**config.mk**
```make
export PLATFORM = sky130hd
export DESIGN_NAME = flexbex_ibex_irq_ctrl
export DESIGN_NICKNAME = d
export VERILOG_FILES = /design/src/rtl/flexbex_ibex_irq_pkg.sv /design/src/rtl/flexbex_ibex_irq_sync.sv /design/src/rtl/flexbex_ibex_irq_ctrl.sv
export SDC_FILE = /design/constraint.sdc
export NUM_CORES = 1
export LEC_CHECK = 0
export CORE_MARGIN = 5
export CORE_UTILIZATION = 40
export DETAILED_ROUTE_END_ITERATION = 10
export PLACE_DENSITY_LB_ADDON = 0.12
export SYNTH_ARGS = -nofsm -noshare
export SYNTH_HDL_FRONTEND = slang
export SYNTH_HIERARCHICAL = 1
export SYNTH_SLANG_ARGS = --single-unit
export TNS_END_PERCENT = 10
```
**constraint.sdc**
```tcl
create_clock -name clk -period 2.4 [get_ports clk]
set_clock_uncertainty 0.1 [all_clocks]
set_input_delay 0.48 -clock clk [delete_from_list [all_inputs] [get_ports clk]]
set_output_delay 0.48 -clock clk [all_outputs]
set_load 0.01 [all_outputs]
```
**src/rtl/flexbex_ibex_irq_pkg.sv**
```systemverilog
// flexbex_ibex_irq_pkg: shared definitions for the machine-level interrupt
// controller.
// Contents:
//   - cfg register addresses (ENABLE / PENDING w1c / SET w1s)
//   - controller FSM state type
//   - bit position of the interrupt flag inside mcause
package flexbex_ibex_irq_pkg;

  localparam logic [1:0] IRQ_CFG_ENABLE  = 2'd0;
  localparam logic [1:0] IRQ_CFG_PENDING = 2'd1;
  localparam logic [1:0] IRQ_CFG_SET     = 2'd2;

  localparam int unsigned IRQ_CAUSE_INT_BIT = 5;

  typedef enum logic [1:0] {
    IRQ_ST_IDLE = 2'd0,
    IRQ_ST_REQ  = 2'd1,
    IRQ_ST_HOLD = 2'd2
  } irq_state_e;

endpackage

```
**src/rtl/flexbex_ibex_irq_sync.sv**
```systemverilog
// flexbex_ibex_irq_sync: SYNC_STAGES-deep single-bit flop synchroniser for
// one asynchronous interrupt line.
// Ports:
//   clk, rst_n : clock, asynchronous active-low reset (flops clear to 0)
//   i_d        : asynchronous input
//   o_q        : synchronised output (last stage)
module flexbex_ibex_irq_sync #(
  parameter int unsigned SYNC_STAGES = 2
) (
  input  logic clk,
  input  logic rst_n,
  input  logic i_d,
  output logic o_q
);

  logic [SYNC_STAGES-1:0] r_sync;

  always_ff @(posedge clk or negedge rst_n) begin
    if (!rst_n) begin
      r_sync <= '0;
    end else begin
      r_sync <= {r_sync[SYNC_STAGES-2:0], i_d};
    end
  end

  assign o_q = r_sync[SYNC_STAGES-1];

endmodule

```
**src/rtl/flexbex_ibex_irq_ctrl.sv**
```systemverilog
// flexbex_ibex_irq_ctrl: machine-level interrupt controller feeding the core
// controller / CSR file. Synchronises and latches external lines, masks them
// with a local enable register and mstatus.MIE, and presents one prioritised
// request (lowest index wins) with a ready-made mcause value.
// Ports:
//   clk, rst_n      : clock, asynchronous active-low reset
//   irq_i           : raw asynchronous interrupt lines
//   m_irq_enable_i  : global machine interrupt enable (mstatus.MIE)
//   cfg_we_i/addr_i/wdata_i : config writes (ENABLE, PENDING w1c, SET w1s)
//   cfg_rdata_o     : combinational read of cfg_addr_i
//   irq_req_o       : registered request to controller
//   irq_id_o        : registered id, frozen while irq_req_o=1
//   irq_cause_o     : {1'b1, irq_id_o}
//   irq_ack_i       : controller accepted the request
module flexbex_ibex_irq_ctrl
  import flexbex_ibex_irq_pkg::*;
#(
  parameter int unsigned N_IRQ       = 32,
  parameter int unsigned SYNC_STAGES = 2,
  parameter logic [31:0] EDGE_MASK   = 32'hFFFF_FFFF
) (
  input  logic             clk,
  input  logic             rst_n,
  input  logic [N_IRQ-1:0] irq_i,
  input  logic             m_irq_enable_i,
  input  logic             cfg_we_i,
  input  logic [1:0]       cfg_addr_i,
  input  logic [31:0]      cfg_wdata_i,
  output logic [31:0]      cfg_rdata_o,
  output logic             irq_req_o,
  output logic [4:0]       irq_id_o,
  output logic [5:0]       irq_cause_o,
  input  logic             irq_ack_i
);

  localparam logic [31:0] VALID_MASK  = (N_IRQ >= 32) ? 32'hFFFF_FFFF
                                                      : ((32'h1 << N_IRQ) - 32'h1);
  localparam logic [31:0] EDGE_LINES  = EDGE_MASK & VALID_MASK;
  localparam logic [31:0] LEVEL_LINES = ~EDGE_MASK & VALID_MASK;

  irq_state_e  r_state, w_state_nxt;
  logic [4:0]  r_id, w_id_nxt, w_win_id;
  logic        w_found;
  logic [31:0] w_sync, r_sync_prev, r_pend_edge, r_enable;
  logic [31:0] w_pend, w_active, w_rise, w_set, w_clr, w_pend_edge_nxt;
  logic        w_wr_enable, w_wr_pend, w_wr_set, w_ack_take;
  logic [5:0]  w_cause;

  for (genvar k = 0; k < 32; k++) begin : g_line
    if (k < N_IRQ) begin : g_sync
      flexbex_ibex_irq_sync #(.SYNC_STAGES(SYNC_STAGES)) u_sync (
        .clk   (clk),
        .rst_n (rst_n),
        .i_d   (irq_i[k]),
        .o_q   (w_sync[k])
      );
    end else begin : g_tie
      assign w_sync[k] = 1'b0;
    end
  end

  assign w_wr_enable = cfg_we_i && (cfg_addr_i == IRQ_CFG_ENABLE);
  assign w_wr_pend   = cfg_we_i && (cfg_addr_i == IRQ_CFG_PENDING);
  assign w_wr_set    = cfg_we_i && (cfg_addr_i == IRQ_CFG_SET);
  assign w_ack_take  = (r_state == IRQ_ST_REQ) && irq_ack_i;

  // Level lines bypass the latch: their pending view is the synchronised line.
  assign w_rise   = w_sync & ~r_sync_prev & EDGE_LINES;
  assign w_pend   = (r_pend_edge & EDGE_LINES) | (w_sync & LEVEL_LINES);
  assign w_active = m_irq_enable_i ? (w_pend & r_enable) : '0;

  // Set is applied after clear so a fresh edge in the clearing cycle survives.
  assign w_set = w_rise | (w_wr_set ? cfg_wdata_i : '0);
  assign w_clr = (w_wr_pend ? cfg_wdata_i : '0) | (w_ack_take ? (32'h1 << r_id) : '0);
  assign w_pend_edge_nxt = ((r_pend_edge & ~w_clr) | w_set) & EDGE_LINES;

  always_comb begin
    w_win_id = '0;
    w_found  = 1'b0;
    for (int unsigned i = 0; i < 32; i++) begin
      if (!w_found && w_active[i]) begin
        w_win_id = 5'(i);
        w_found  = 1'b1;
      end
    end
  end

  always_comb begin
    w_state_nxt = r_state;
    w_id_nxt    = r_id;
    case (r_state)
      IRQ_ST_IDLE: begin
        if (w_found) begin
          w_state_nxt = IRQ_ST_REQ;
          w_id_nxt    = w_win_id;
        end
      end
      IRQ_ST_REQ: begin
        if (irq_ack_i) begin
          w_state_nxt = IRQ_ST_HOLD;
        end else if (!w_active[r_id]) begin
          w_state_nxt = IRQ_ST_IDLE;
        end
      end
      IRQ_ST_HOLD: w_state_nxt = IRQ_ST_IDLE;
      default:     w_state_nxt = IRQ_ST_IDLE;
    endcase
  end

  always_ff @(posedge clk or negedge rst_n) begin
    if (!rst_n) begin
      r_state     <= IRQ_ST_IDLE;
      r_id        <= '0;
      r_sync_prev <= '0;
      r_pend_edge <= '0;
      r_enable    <= '0;
    end else begin
      r_state     <= w_state_nxt;
      r_id        <= w_id_nxt;
      r_sync_prev <= w_sync;
      r_pend_edge <= w_pend_edge_nxt;
      if (w_wr_enable) begin
        r_enable <= cfg_wdata_i & VALID_MASK;
      end
    end
  end

  always_comb begin
    w_cause                    = '0;
    w_cause[IRQ_CAUSE_INT_BIT] = 1'b1;
    w_cause[4:0]               = r_id;
  end

  always_comb begin
    cfg_rdata_o = '0;
    case (cfg_addr_i)
      IRQ_CFG_ENABLE:  cfg_rdata_o = r_enable;
      IRQ_CFG_PENDING: cfg_rdata_o = w_pend;
      default:         cfg_rdata_o = '0;
    endcase
  end

  assign irq_req_o   = (r_state == IRQ_ST_REQ);
  assign irq_id_o    = r_id;
  assign irq_cause_o = w_cause;

endmodule
```
== Yosys cells after proc, flatten, opt, wreduce, memory -nomap -nowiden ==
Index checks and enable logic that the tools add are counted.
Cells by class
  $lt $le $gt $ge: 1
  equality and inequality tests: 5
  shifts and indexed selects: 1
  mux-type cells: 74
  bitwise operators: 8
  reduce and logical (&&, ||, !) cells: 70
Operators by type and width (count)
  2-to-1 mux 5 bit: 26
  2-to-1 mux 32 bit: 4
  bitwise AND 32 bit: 3
  bitwise OR 32 bit: 3
  inverter 32 bit: 2
  case mux 32 bit (2 select lines): 1
  logical AND 1 bit: 35
  2-to-1 mux 1 bit: 34
  left shift 1 x 5 -> 32 bit, first input constant: 1
  zero test 1 bit: 31
  2-to-1 mux 2 bit: 5
  less-than comparator 5 x 6 -> 1 bit, second input constant: 1
  2-to-1 mux 3 bit: 2
  binary-select mux 1 bit (select 5 bit): 1
  == test 2 x 1 -> 1 bit, second input constant: 2
  zero test 2 bit: 2
  case mux 2 bit (2 select lines): 1
  AND reduction 2 bit: 2
  inequality test 3 bit, second input constant: 1
  == test 2 bit, second input constant: 1
  inequality test 2 bit, second input constant: 1
Storage, ports and cells
  flip-flop bits (word level): 167
  bits of input ports: 71
  output and inout port bits: 44
  word-level logic and storage cells: 196

== Depth between registers and ports, before layout ==
  depth after elaboration: 98
  depth in mapped cells: 7

== Hierarchy ==
The synthesis kept the hierarchy.
By module, submodules not included
  flexbex_ibex_irq_ctrl: instances 1, cells each 556, area an instance 5486.5 um2, seq. area each 2577.5 um2
  flexbex_ibex_irq_sync: instances 32, cells each 2, area an instance 50.0 um2, seq. area each 50.0 um2

== Worst setup path before layout ==
OpenSTA, ideal clock, no wires.
  path type: in2reg
  start: input port cfg_addr_i[0]
  end: register r_enable[10]
  setup time: 0.125 ns
  arrival: 1.669 ns
  data required time: 2.175 ns
  setup slack: 0.507 ns
  cell stages on the path: 4
  path through: clkbuf_1 -> nor3b_1 -> buf_2 -> mux2_2
Between the ends
  longest elaborated chain between the ends: 2
RTL lines
  start: declaration: line flexbex_ibex_irq_ctrl.sv:27  | input logic [1:0] cfg_addr_i,
  zero test 2 bit: line flexbex_ibex_irq_ctrl.sv:62  | assign w_wr_enable = cfg_we_i && (cfg_addr_i == IRQ_CFG_ENABLE);
  logical AND 1 bit: line flexbex_ibex_irq_ctrl.sv:62
  end signal: assignment: line flexbex_ibex_irq_ctrl.sv:123  | r_enable <= cfg_wdata_i & VALID_MASK;
  end: declaration: line flexbex_ibex_irq_ctrl.sv:44  | logic [31:0] w_sync, r_sync_prev, r_pend_edge, r_enable;
Every way passes these cells.
A chain may end at the register's enable or synchronous reset.

== Worst setup path in the final report ==
  start: register r_id[0] (netlist: irq_id_o[0])
  end: output port irq_id_o[0]
RTL lines
  start: declaration: line flexbex_ibex_irq_ctrl.sv:42  | logic [4:0] r_id, w_id_nxt, w_win_id;
  start signal: assignment: line flexbex_ibex_irq_ctrl.sv:119  | r_id <= w_id_nxt;
  end: declaration: line flexbex_ibex_irq_ctrl.sv:31  | output logic [4:0] irq_id_o,
No word-level cell between the ends.

==> flow_metrics.py <==
metrics = {
    "floorplanning": {
        "die_x_um": 143,
        "initial_utilization": 0.408,
        "core_sq_um": 17400,
        "dieArea_sq_um": 20500,
        "rows": 48,
        "ios": 115,
        "die_y_um": 143,
    },
    "drt": {
        "drc_errors": 0,
        "drt_pass1_iterations": 5,
        "ant_nets": 0,
        "first_iter_violations": 279,
        "routed_wl_um": 18200,
        "vias": 5141,
        "routed_via_density": 5.25,
        "wl_per_cell_um": 18.6,
    },
    "timing": {
        "timing.final.crit_period_ps": 2280,
        "max-slew-margin-rel": 0.580,
        "setup_viol": 0,
        "worst_pin_slew_ps": 630,
        "finalHoldViolCount": 0,
        "rsz0062_at_grt": "false",
        "fin_crit_sh": 0.948,
        "slew_viol_final": 0,
        "fmax_ghz": 0.439,
    },
    "placement": {
        "dp.cells": 946,
        "numPortBuffers": 113,
        "dp_hpwl_um": 12900,
        "dpl_cell_area_sq_um": 8610,
        "gp_congestion": 0.863,
    },
    "yosys": {
        "syn_nets": 691,
        "ys_top_cells_by_area": "dfrtp_1, nand2_1, mux2_2",
        "yosysUniqueCellTypes": 55,
        "syn_inst": 620,
        "async_flop_share": 1.00,
        "yosysWarnings": 6,
        "synth_flop_cell": "dfrtp_1",
        "postSynthAreaPerCell_sq_um": 11.4,
        "ys_seq_area_frac": 0.590,
        "synth.top_cell.area_share": 0.590,
        "synth_top_area_cell": "dfrtp_1",
        "synth_edf_count": 0,
        "synth-seq-cells": 167,
        "syn_area_sq_um": 7090,
    },
    "job": {
        "max_cap_violations": 0,
    },
    "clock_tree": {
        "clk_path_buf_depth": 2,
        "clk_latency_ps": 420,
        "htreeDepth": 4,
        "cts_tree": "done",
        "cts_root_buf": "clkbuf_16",
        "post_cts_buffers": 0,
        "cts_buffers": 17,
        "clk_pin_slew_ps": 60,
        "cts_num_sinks": 167,
    },
    "finish": {
        "layoutNonFillerInstCount": 979,
        "final_nets": 812,
        "final_common_cell": "dfrtp_1",
        "final_cell_area_sq_um": 9140,
        "syn_to_final_growth_pct": 29.0,
        "final_cell_mix": "dfrtp_1, nand2_1, clkdlybuf4s50_1, nor2_1, a21oi_1",
        "drive_above_1_share": 0.141,
        "insertedDiodeCount": 0,
    },
    "global_routing": {
        "grtUsageMet2": 0.287,
        "grt_pass1_wl_um": 29200,
        "antenna_found_initial": 0,
        "grt_busiest_layer": "met2",
        "grt.overflow.total": 0,
        "grt_pass1_vias": 5408,
        "grt_max_degree": 65,
        "met3_usage": 0.0405,
        "use_met1": 0.261,
        "grt_usage": 0.184,
    },
    "critical_path": {
        "required_ps": 1820,
        "crit_path_max_fanout": 9,
        "worstPathArrival_ps": 1700,
        "critical_path.startpoint_type": "register",
        "critPathKind": "register to output pin",
        "critPathCaptureType": "output pin",
    },
    "power_and_ir_drop": {
        "powerDensity_nw_per_um2": 891,
        "p_leak_nw": 3.84,
        "vdd_ir_drop_max_uv": 531,
    },
    "hold_path": {
        "min-delay-path-class": "register to register",
    },
    "run_status": {
        "status": "complete, no violations",
    },
}
==> registers in the layout, indices dropped and copies added, names as in the netlist <==
| name | flops |
|---|---|
| r_pend_edge | 32 |
| irq_id_o | 5 |
| r_state | 2 |
| r_enable | 32 |
| g_line.g_sync.u_sync/r_sync | 64 |
| r_sync_prev | 32 |
==> final timing paths <==
kind                                                                    from                                      endpoint  slack, ps  cells after the start
worst min-delay path            g_line[25].g_sync.u_sync/r_sync[0]$_DFF_PN0_  g_line[25].g_sync.u_sync/r_sync[1]$_DFF_PN0_        250                      0
worst max register to register                       r_enable[9]$_DFFE_PN0P_                       irq_id_o[0]$_DFFE_PN0P_        350                      7
max in group asynchronous                                              rst_n                      r_sync_prev[9]$_DFF_PN0_       1000                      3
min in group asynchronous                                              rst_n                     r_sync_prev[29]$_DFF_PN0_        530                      2
worst min register to register  g_line[25].g_sync.u_sync/r_sync[0]$_DFF_PN0_  g_line[25].g_sync.u_sync/r_sync[1]$_DFF_PN0_        250                      0
worst max-delay path                                 irq_id_o[0]$_DFFE_PN0P_                                   irq_id_o[0]        120                      2
==> cell usage after synthesis (2+ instances only) <==
cell	instances
a211o_1	2
a21oi_1	40
a22o_1	3
a22oi_1	4
a31oi_1	2
a32o_1	4
and2_1	9
and2_4	3
and3b_1	2
buf_1	2
buf_2	9
buf_4	6
clkbuf_1	18
dfrtp_1	167
inv_1	2
mux2_2	33
mux2i_1	32
mux4_2	5
nand2_1	102
nand2b_1	2
nand3_1	10
nand3b_1	5
nand4_1	2
nor2_1	40
nor2b_1	35
nor3_1	2
o2111ai_1	3
o211ai_1	35
o21a_1	3
o21ai_0	12
o31a_1	2
==> through the flow <==
| step | setup WS (ps) | total power, mW | hold slack, ps | setup TNS (ps) | utilization |
|---|---|---|---|---|---|
| after global routing | 53.4 | 8.59 | 258 | 0 | 0.527 |
| final | 124 | 8.14 | 248 | 0 | 0.527 |
| after global placement | -18.8 | 5.69 | 232 | -79.5 | 0.496 |
| after detailed placement | -63.3 | 5.74 | 235 | -531 | 0.496 |
| after CTS | 1.25 | 8.22 | 249 | 0 | 0.526 |
| after floorplan | 507 | 4.76 | 84.4 | 0 | - |
==> final cells by class <==
class / instances / area (sq um)
inverter: 3 / 11.3
tap: 225 / 282
multi-input combinational: 415 / 2740
clock buffer: 20 / 447
fill: 1535 / 8210
timing repair buffer: 137 / 1390
clock inverter: 12 / 95.1
sequential: 167 / 4180
==> worst max-delay path, cell delays in order, from the launching register on <==
cell and delay [ps]:
dfrtp_1 490, buf_4 230, clkdlybuf4s50_1 550
==> metal layers <==
layer	wire (um)	part of all wire
met1	8320	0.46
met2	8640	0.48
met3	1010	0.056
met4	203	0.011
met5	0	0
==> logic make-up after synthesis <==
group | count (synthesis) | synth area share
other | 1 | 0.000529
AND/OR/NAND/NOR | 219 | 0.145
buffers and inverters | 38 | 0.0249
multiplexers | 71 | 0.117
AO/OA/AOI/OAI | 124 | 0.122
flip-flops | 167 | 0.590
==> power by group <==
group	total (mW)	leakage (nW)	switching, mW	internal (mW)
combinational	2.16	1.70	1.12	1.04
sequential	3.48	1.89	0.346	3.14
clock	2.50	0.250	1.14	1.36
total	8.14	3.84	2.60	5.54
==> what timing repair did <==
action,in CTS,in global routing
hold buffers,1,0
endpoints found under the hold margin,57,0
endpoints found under the setup margin,21,8
gates resized for setup,26,3
(Power assumes the default switching activity.)
